File: config.mk
export PLATFORM = sky130hd
export DESIGN_NAME = mod_counter
export DESIGN_NICKNAME = d
export VERILOG_FILES = /design/src/rtl/cnt_pkg.sv /design/src/rtl/mod_counter_next.sv /design/src/rtl/mod_counter.sv
export SDC_FILE = /design/constraint.sdc
export NUM_CORES = 1
export LEC_CHECK = 0
export ABC_CLOCK_PERIOD_IN_PS = 3000
export CORE_AREA = 5 5 42 44
export DETAILED_ROUTE_END_ITERATION = 12
export DIE_AREA = 0 0 47 49
export HOLD_SLACK_MARGIN = 0.12
export PLACE_DENSITY = 0.66
export SYNTH_ARGS = -nofsm -noshare
export SYNTH_HDL_FRONTEND = slang
export SYNTH_HIERARCHICAL = 1
export SYNTH_SLANG_ARGS = --single-unit
File: constraint.sdc
create_clock -name clk -period 3 [get_ports clk]
set_input_delay 0.9 -clock clk [delete_from_list [all_inputs] [get_ports clk]]
set_output_delay 0.9 -clock clk [all_outputs]
set_load 0.05 [all_outputs]
File: src/rtl/cnt_pkg.sv
// cnt_pkg: shared counter command encoding and load clamp helper
package cnt_pkg;
  typedef enum logic [1:0] {CMD_HOLD, CMD_CLR, CMD_LOAD, CMD_STEP} cnt_cmd_e;
  function automatic int unsigned clamp_mod(input int unsigned val, input int unsigned modulo);
    return (val >= modulo) ? modulo - 1 : val;
  endfunction
endpackage

File: src/rtl/mod_counter_next.sv
// mod_counter_next: combinational next-count and terminal-count logic
//  count    in   WIDTH  current registered count
//  clr      in   1      clear command (highest priority)
//  load     in   1      load command
//  load_val in   WIDTH  value to load, clamped to MODULO-1
//  en       in   1      step command (lowest priority)
//  up_dn    in   1      1 = up, 0 = down
//  count_d  out  WIDTH  next count
//  tc       out  1      step taken at the terminal value (cascade output, ovf set)
module mod_counter_next
  import cnt_pkg::*;
#(
  parameter int WIDTH    = 4,
  parameter int MODULO   = 16,
  parameter int SATURATE = 0
) (
  input  logic [WIDTH-1:0] count,
  input  logic             clr,
  input  logic             load,
  input  logic [WIDTH-1:0] load_val,
  input  logic             en,
  input  logic             up_dn,
  output logic [WIDTH-1:0] count_d,
  output logic             tc
);
  localparam logic [WIDTH-1:0] TOP = WIDTH'(MODULO - 1);
  localparam bit SAT = SATURATE != 0;
  // a full binary range wraps by plain overflow of the adder
  localparam bit FULL = 64'(MODULO) == (64'd1 << WIDTH);
  cnt_cmd_e         cmd;
  logic             at_term;
  logic [WIDTH-1:0] step;
  logic [WIDTH-1:0] ld;
  always_comb begin
    cmd     = clr ? CMD_CLR : load ? CMD_LOAD : en ? CMD_STEP : CMD_HOLD;
    at_term = count == (up_dn ? TOP : '0);
    tc      = (cmd == CMD_STEP) && at_term;
    step    = (at_term && SAT) ? count :
              (at_term && !FULL) ? (up_dn ? '0 : TOP) :
              up_dn ? count + WIDTH'(1) : count - WIDTH'(1);
    ld      = WIDTH'(clamp_mod(32'(load_val), MODULO));
    count_d = (cmd == CMD_CLR) ? '0 : (cmd == CMD_LOAD) ? ld : (cmd == CMD_STEP) ? step : count;
  end
endmodule

File: src/rtl/mod_counter.sv
// mod_counter: synchronous up/down modulo counter with load, saturate, cascade tc and sticky ovf
//  clk      in   1      clock, rising edge
//  rstn     in   1      asynchronous active-low reset
//  clr      in   1      synchronous clear of count and ovf
//  load     in   1      synchronous load of load_val (clamped)
//  load_val in   WIDTH  value to load
//  en       in   1      count enable / cascade input
//  up_dn    in   1      1 = up, 0 = down
//  count    out  WIDTH  registered count
//  tc       out  1      combinational terminal count
//  ovf      out  1      sticky wrap/saturation flag
module mod_counter
  import cnt_pkg::*;
#(
  parameter int WIDTH    = 4,
  parameter int MODULO   = 16,
  parameter int SATURATE = 0
) (
  input  logic             clk,
  input  logic             rstn,
  input  logic             clr,
  input  logic             load,
  input  logic [WIDTH-1:0] load_val,
  input  logic             en,
  input  logic             up_dn,
  output logic [WIDTH-1:0] count,
  output logic             tc,
  output logic             ovf
);
  if (WIDTH < 1 || MODULO < 2 || 64'(MODULO) > (64'd1 << WIDTH)) begin : g_bad_param
    $error("mod_counter: MODULO %0d out of range for WIDTH %0d", MODULO, WIDTH);
  end
  logic [WIDTH-1:0] count_q, count_d;
  logic             ovf_q, ovf_d;
  mod_counter_next #(.WIDTH(WIDTH), .MODULO(MODULO), .SATURATE(SATURATE)) u_next (
    .count   (count_q),
    .clr     (clr),
    .load    (load),
    .load_val(load_val),
    .en      (en),
    .up_dn   (up_dn),
    .count_d (count_d),
    .tc      (tc)
  );
  // tc already excludes clr/load, so it marks exactly the wrap/saturation steps
  assign ovf_d = clr ? 1'b0 : ovf_q | tc;
  always_ff @(posedge clk or negedge rstn) begin
    if (!rstn) begin
      count_q <= '0;
      ovf_q   <= 1'b0;
    end else begin
      count_q <= count_d;
      ovf_q   <= ovf_d;
    end
  end
  assign count = count_q;
  assign ovf   = ovf_q;
endmodule

==> results.txt <==
The critical path goes through clkdlybuf4s50_1, nand4b_1, a211oi_4, buf_12. The depth of the worst hold-timing path is 1. The synthesized area divided by synthesized cell count came out at 8.97 um^2. The die covers 2300 um^2.

Timing would allow up to 0.342 GHz. The required time at the endpoint of the critical path came out at 2.10 ns. The total number of H-tree levels came out at 1. Summed over all layers, the global routing overflow is 0. The length in cells of the worst reg-to-reg path came out at 6. The worst-skew pair later-pin latency came out at 0.24 ns. The register clock-pin slew on the reported worst setup and hold paths is 0.04 ns. The worst min-delay path category is reg -> reg. The worst setup path is captured at an output port. After synthesis the netlist holds a flip-flop and latch count of 5.

In this run, post-CTS repair resized a total of 7 instances. The number of hold violations in the final report came out at 0. The post-CTS repair timing setup buffer count came out at 0. The die span in x is 47 um. The most used flip-flop cell after synthesis is sky130_fd_sc_hd__dfrtp_1.

The measured slew at the worst slew-check pin is 0.503 ns. TritonCTS built the clock tree. STA classifies the critical path startpoint as an input pin. The area occupied by multi-input gates came out at 248 um^2. The arrival time of the worst setup path came out at 2.03 ns. Across the run, the number of max-cap violations was 0. The clock passes through at most 2 buffers. The total power density per cell area came out at 387 nW/um^2. The cell sitting at the root of the clock tree is a sky130_fd_sc_hd__clkbuf_4. The boundary pin count came out at 16. After synthesis, the most frequently instantiated cells are sky130_fd_sc_hd__a21oi_1 (5), sky130_fd_sc_hd__dfrtp_1 (5), sky130_fd_sc_hd__nor2_1 (5). Counting the fill cells in the layout gives 152. The worst setup margin came out at 0.0731 ns. The worst relative slew slack came out at 0.664. The number of input and output port buffers inserted came out at 15. For this run, the detailed router's first-pass iteration total came to 1. The final routed wire length divided by cell count is 12.3 um.

The worst path needs 2.93 ns of the cycle, external delays included. The share of the clock period used by the worst path is 0.976. Once detail routing completed, the nets flagged for antenna violations numbered 0. Entering global routing, the biggest net connects 9 pins.

The initial utilization of the core area, before any placement, comes to 0.263. The global-route wire length before repair is 1.62 mm. The layout overhead on the synthesized area came out at 72.8%. The clock drives 5 sinks. Summing all flip-flop and latch instances after layout gives 125 um^2. The number of synthesized flops with an enable pin is 0. The number of nets at the end of the flow came out at 78.

Of all cell types, the one taking the most synthesized area is sky130_fd_sc_hd__dfrtp_1. The peak ir drop on the vdd network came out at 0.176 mV. The TritonCTS buffer count came out at 3. The clock tree skew after final layout came out at 0.00672 ns. The fraction of registers with async set/reset came out at 1.00. The count of unresolved DRC violations after routing is 0. Setup repair after global routing left no endpoint under its margin. The worst stage delay on the critical path is 0.43 ns. After detailed routing, the total wire length is 983 um. The maximum fanout along the worst path is 2. The number of cells produced by synthesis came out at 41.

The layout cell share with drive strength beyond 1 is 0.281. The core area came out at 1400 um^2. The antenna diode count is 0. Among all stages on the critical path, the largest delay is contributed by sky130_fd_sc_hd__clkdlybuf4s50_1. By area the synthesized netlist is led by sky130_fd_sc_hd__dfrtp_1 (34%), sky130_fd_sc_hd__a21oi_1 (6.8%), sky130_fd_sc_hd__ha_1 (6.8%), sky130_fd_sc_hd__fa_1 (5.4%), sky130_fd_sc_hd__nor2_1 (5.1%). The floorplan has 14 rows. The die extent in y came out at 49 um.

The area of the mapped netlist came out at 368 um^2. The critical path is of the in -> out type. The sum of internal, switching and leakage power is 0.000246 W. For this run, the share of the core covered by cells in the final layout is 0.454. Buffers inserted to repair hold after CTS numbered 0. The number of antenna violations at the first check in global routing is 0. The number of warnings reported in the yosys synthesis log is 6.

The net count after synthesis is 54. The HPWL after detailed placement came out at 780 um. The count of pins over their slew limit is 0. The run finished with clean final reports. The sequential fraction of the synthesis area is 0.340. Synthesis instantiated 22 different standard cells from the library.

The final route contains 360 vias. The proportion of netlist area held by the largest area contributor came out at 0.340. In the routed layout, each cell is associated on average with a via count of 4.50. Across every metal layer, demand over resource in global routing totals 0.0965. Routability-driven placement finished with a final weighted congestion of 0.757.

The detailed router's first-iteration violation count is 0. For this design the static power due to leakage is 0.278 nW. The pre-CTS setup slack came out at -0.301 ns. The final setup violation count is 0. The via count of the first global-routing pass came out at 372.
[final cells by class]
type / instances / share of cell area
multi-input cells: 30 / 0.390
repair buffers: 21 / 0.315
flip-flops and latches: 5 / 0.197
clock buffers: 3 / 0.0354
well taps: 16 / 0.0315
inverters: 4 / 0.0236
clock inverters: 1 / 0.00787
[worst paths after layout]
path                           from  endpoint  slack [ns]
min in group asynchronous      rstn  count[0]        0.87
hold / removal                  ovf       ovf        0.49
max in group asynchronous      rstn       ovf        1.93
setup / recovery               load        tc        0.07
hold reg to reg                 ovf       ovf        0.49
setup reg to reg           count[2]  count[3]        1.15
[metal layers]
layer	part of all wire	track usage	vias to the layer above
met5	0	0	-
li1	-	-	186
met2	0.54	0.163	6
met3	0.045	0.0111	0
met4	0	0.0553	0
met1	0.41	0.110	168
[cells by family after synthesis]
| family | Yosys count | synth area share |
|---|---|---|
| and+or+nand+nor | 14 | 0.218 |
| adders and majority gates | 3 | 0.122 |
| DFF | 5 | 0.340 |
| AOI/OAI and AO/OA | 9 | 0.150 |
| muxes | 2 | 0.0578 |
| buffers and inverters | 6 | 0.0646 |
| xor gates and xnor gates | 2 | 0.0476 |
[sequential cells by signal, indices dropped and copies added (netlist names)]
register  cells
ovf           1
count         4
[where the power goes]
group	leakage, nW	internal [W]	switching (W)
clock network	0.0177	0.0000483	0.0000296
registers	0.0659	0.0000723	0.00000607
logic	0.194	0.0000441	0.0000458
[stage by stage]
| stage | std cells | hold slack [ns] | setup TNS, ns | cell area (um^2) |
|---|---|---|---|---|
| after CTS | 80 | 0.493 | 0 | 636 |
| after global routing | 80 | 0.520 | 0 | 636 |
| after global placement | 76 | 0.477 | -0.263 | 597 |
| final | 80 | 0.486 | 0 | 636 |
| after floorplan | 41 | 0.604 | 0 | 380 |
| after detailed placement | 76 | 0.483 | -0.301 | 597 |
[cell usage in the layout (no fill, tap or decap)]
cell                              synthesis  routed
sky130_fd_sc_hd__a211oi_1                 2       1
sky130_fd_sc_hd__a211oi_4                 0       1
sky130_fd_sc_hd__a21oi_1                  5       5
sky130_fd_sc_hd__and3_1                   1       1
sky130_fd_sc_hd__and4_4                   1       1
sky130_fd_sc_hd__buf_12                   0       1
sky130_fd_sc_hd__buf_2                    1       1
sky130_fd_sc_hd__buf_4                    0       6
sky130_fd_sc_hd__clkbuf_4                 0       3
sky130_fd_sc_hd__clkdlybuf4s50_1          0      13
sky130_fd_sc_hd__clkinv_2                 0       1
sky130_fd_sc_hd__dfrtp_1                  5       5
sky130_fd_sc_hd__fa_1                     1       1
sky130_fd_sc_hd__ha_1                     2       1
sky130_fd_sc_hd__ha_4                     0       1
sky130_fd_sc_hd__inv_1                    4       3
sky130_fd_sc_hd__inv_2                    0       1
sky130_fd_sc_hd__mux2_2                   1       1
sky130_fd_sc_hd__mux2i_1                  1       1
sky130_fd_sc_hd__nand2_1                  1       1
sky130_fd_sc_hd__nand3_1                  2       2
sky130_fd_sc_hd__nand4b_1                 1       1
sky130_fd_sc_hd__nor2_1                   5       5
sky130_fd_sc_hd__nor2b_1                  1       1
sky130_fd_sc_hd__o21ai_0                  1       1
sky130_fd_sc_hd__o21ba_1                  1       1
sky130_fd_sc_hd__or3_4                    0       1
sky130_fd_sc_hd__or4_1                    1       1
sky130_fd_sc_hd__xnor2_1                  2       2
[critical path, delay by kind of cell]
family | cells | cell delay, ns
and+or+nand+nor | 1 | 0.23
buffers and inverters | 2 | 0.60
AOI/OAI and AO/OA | 1 | 0.29
Power figures use the tool's default switching activity.
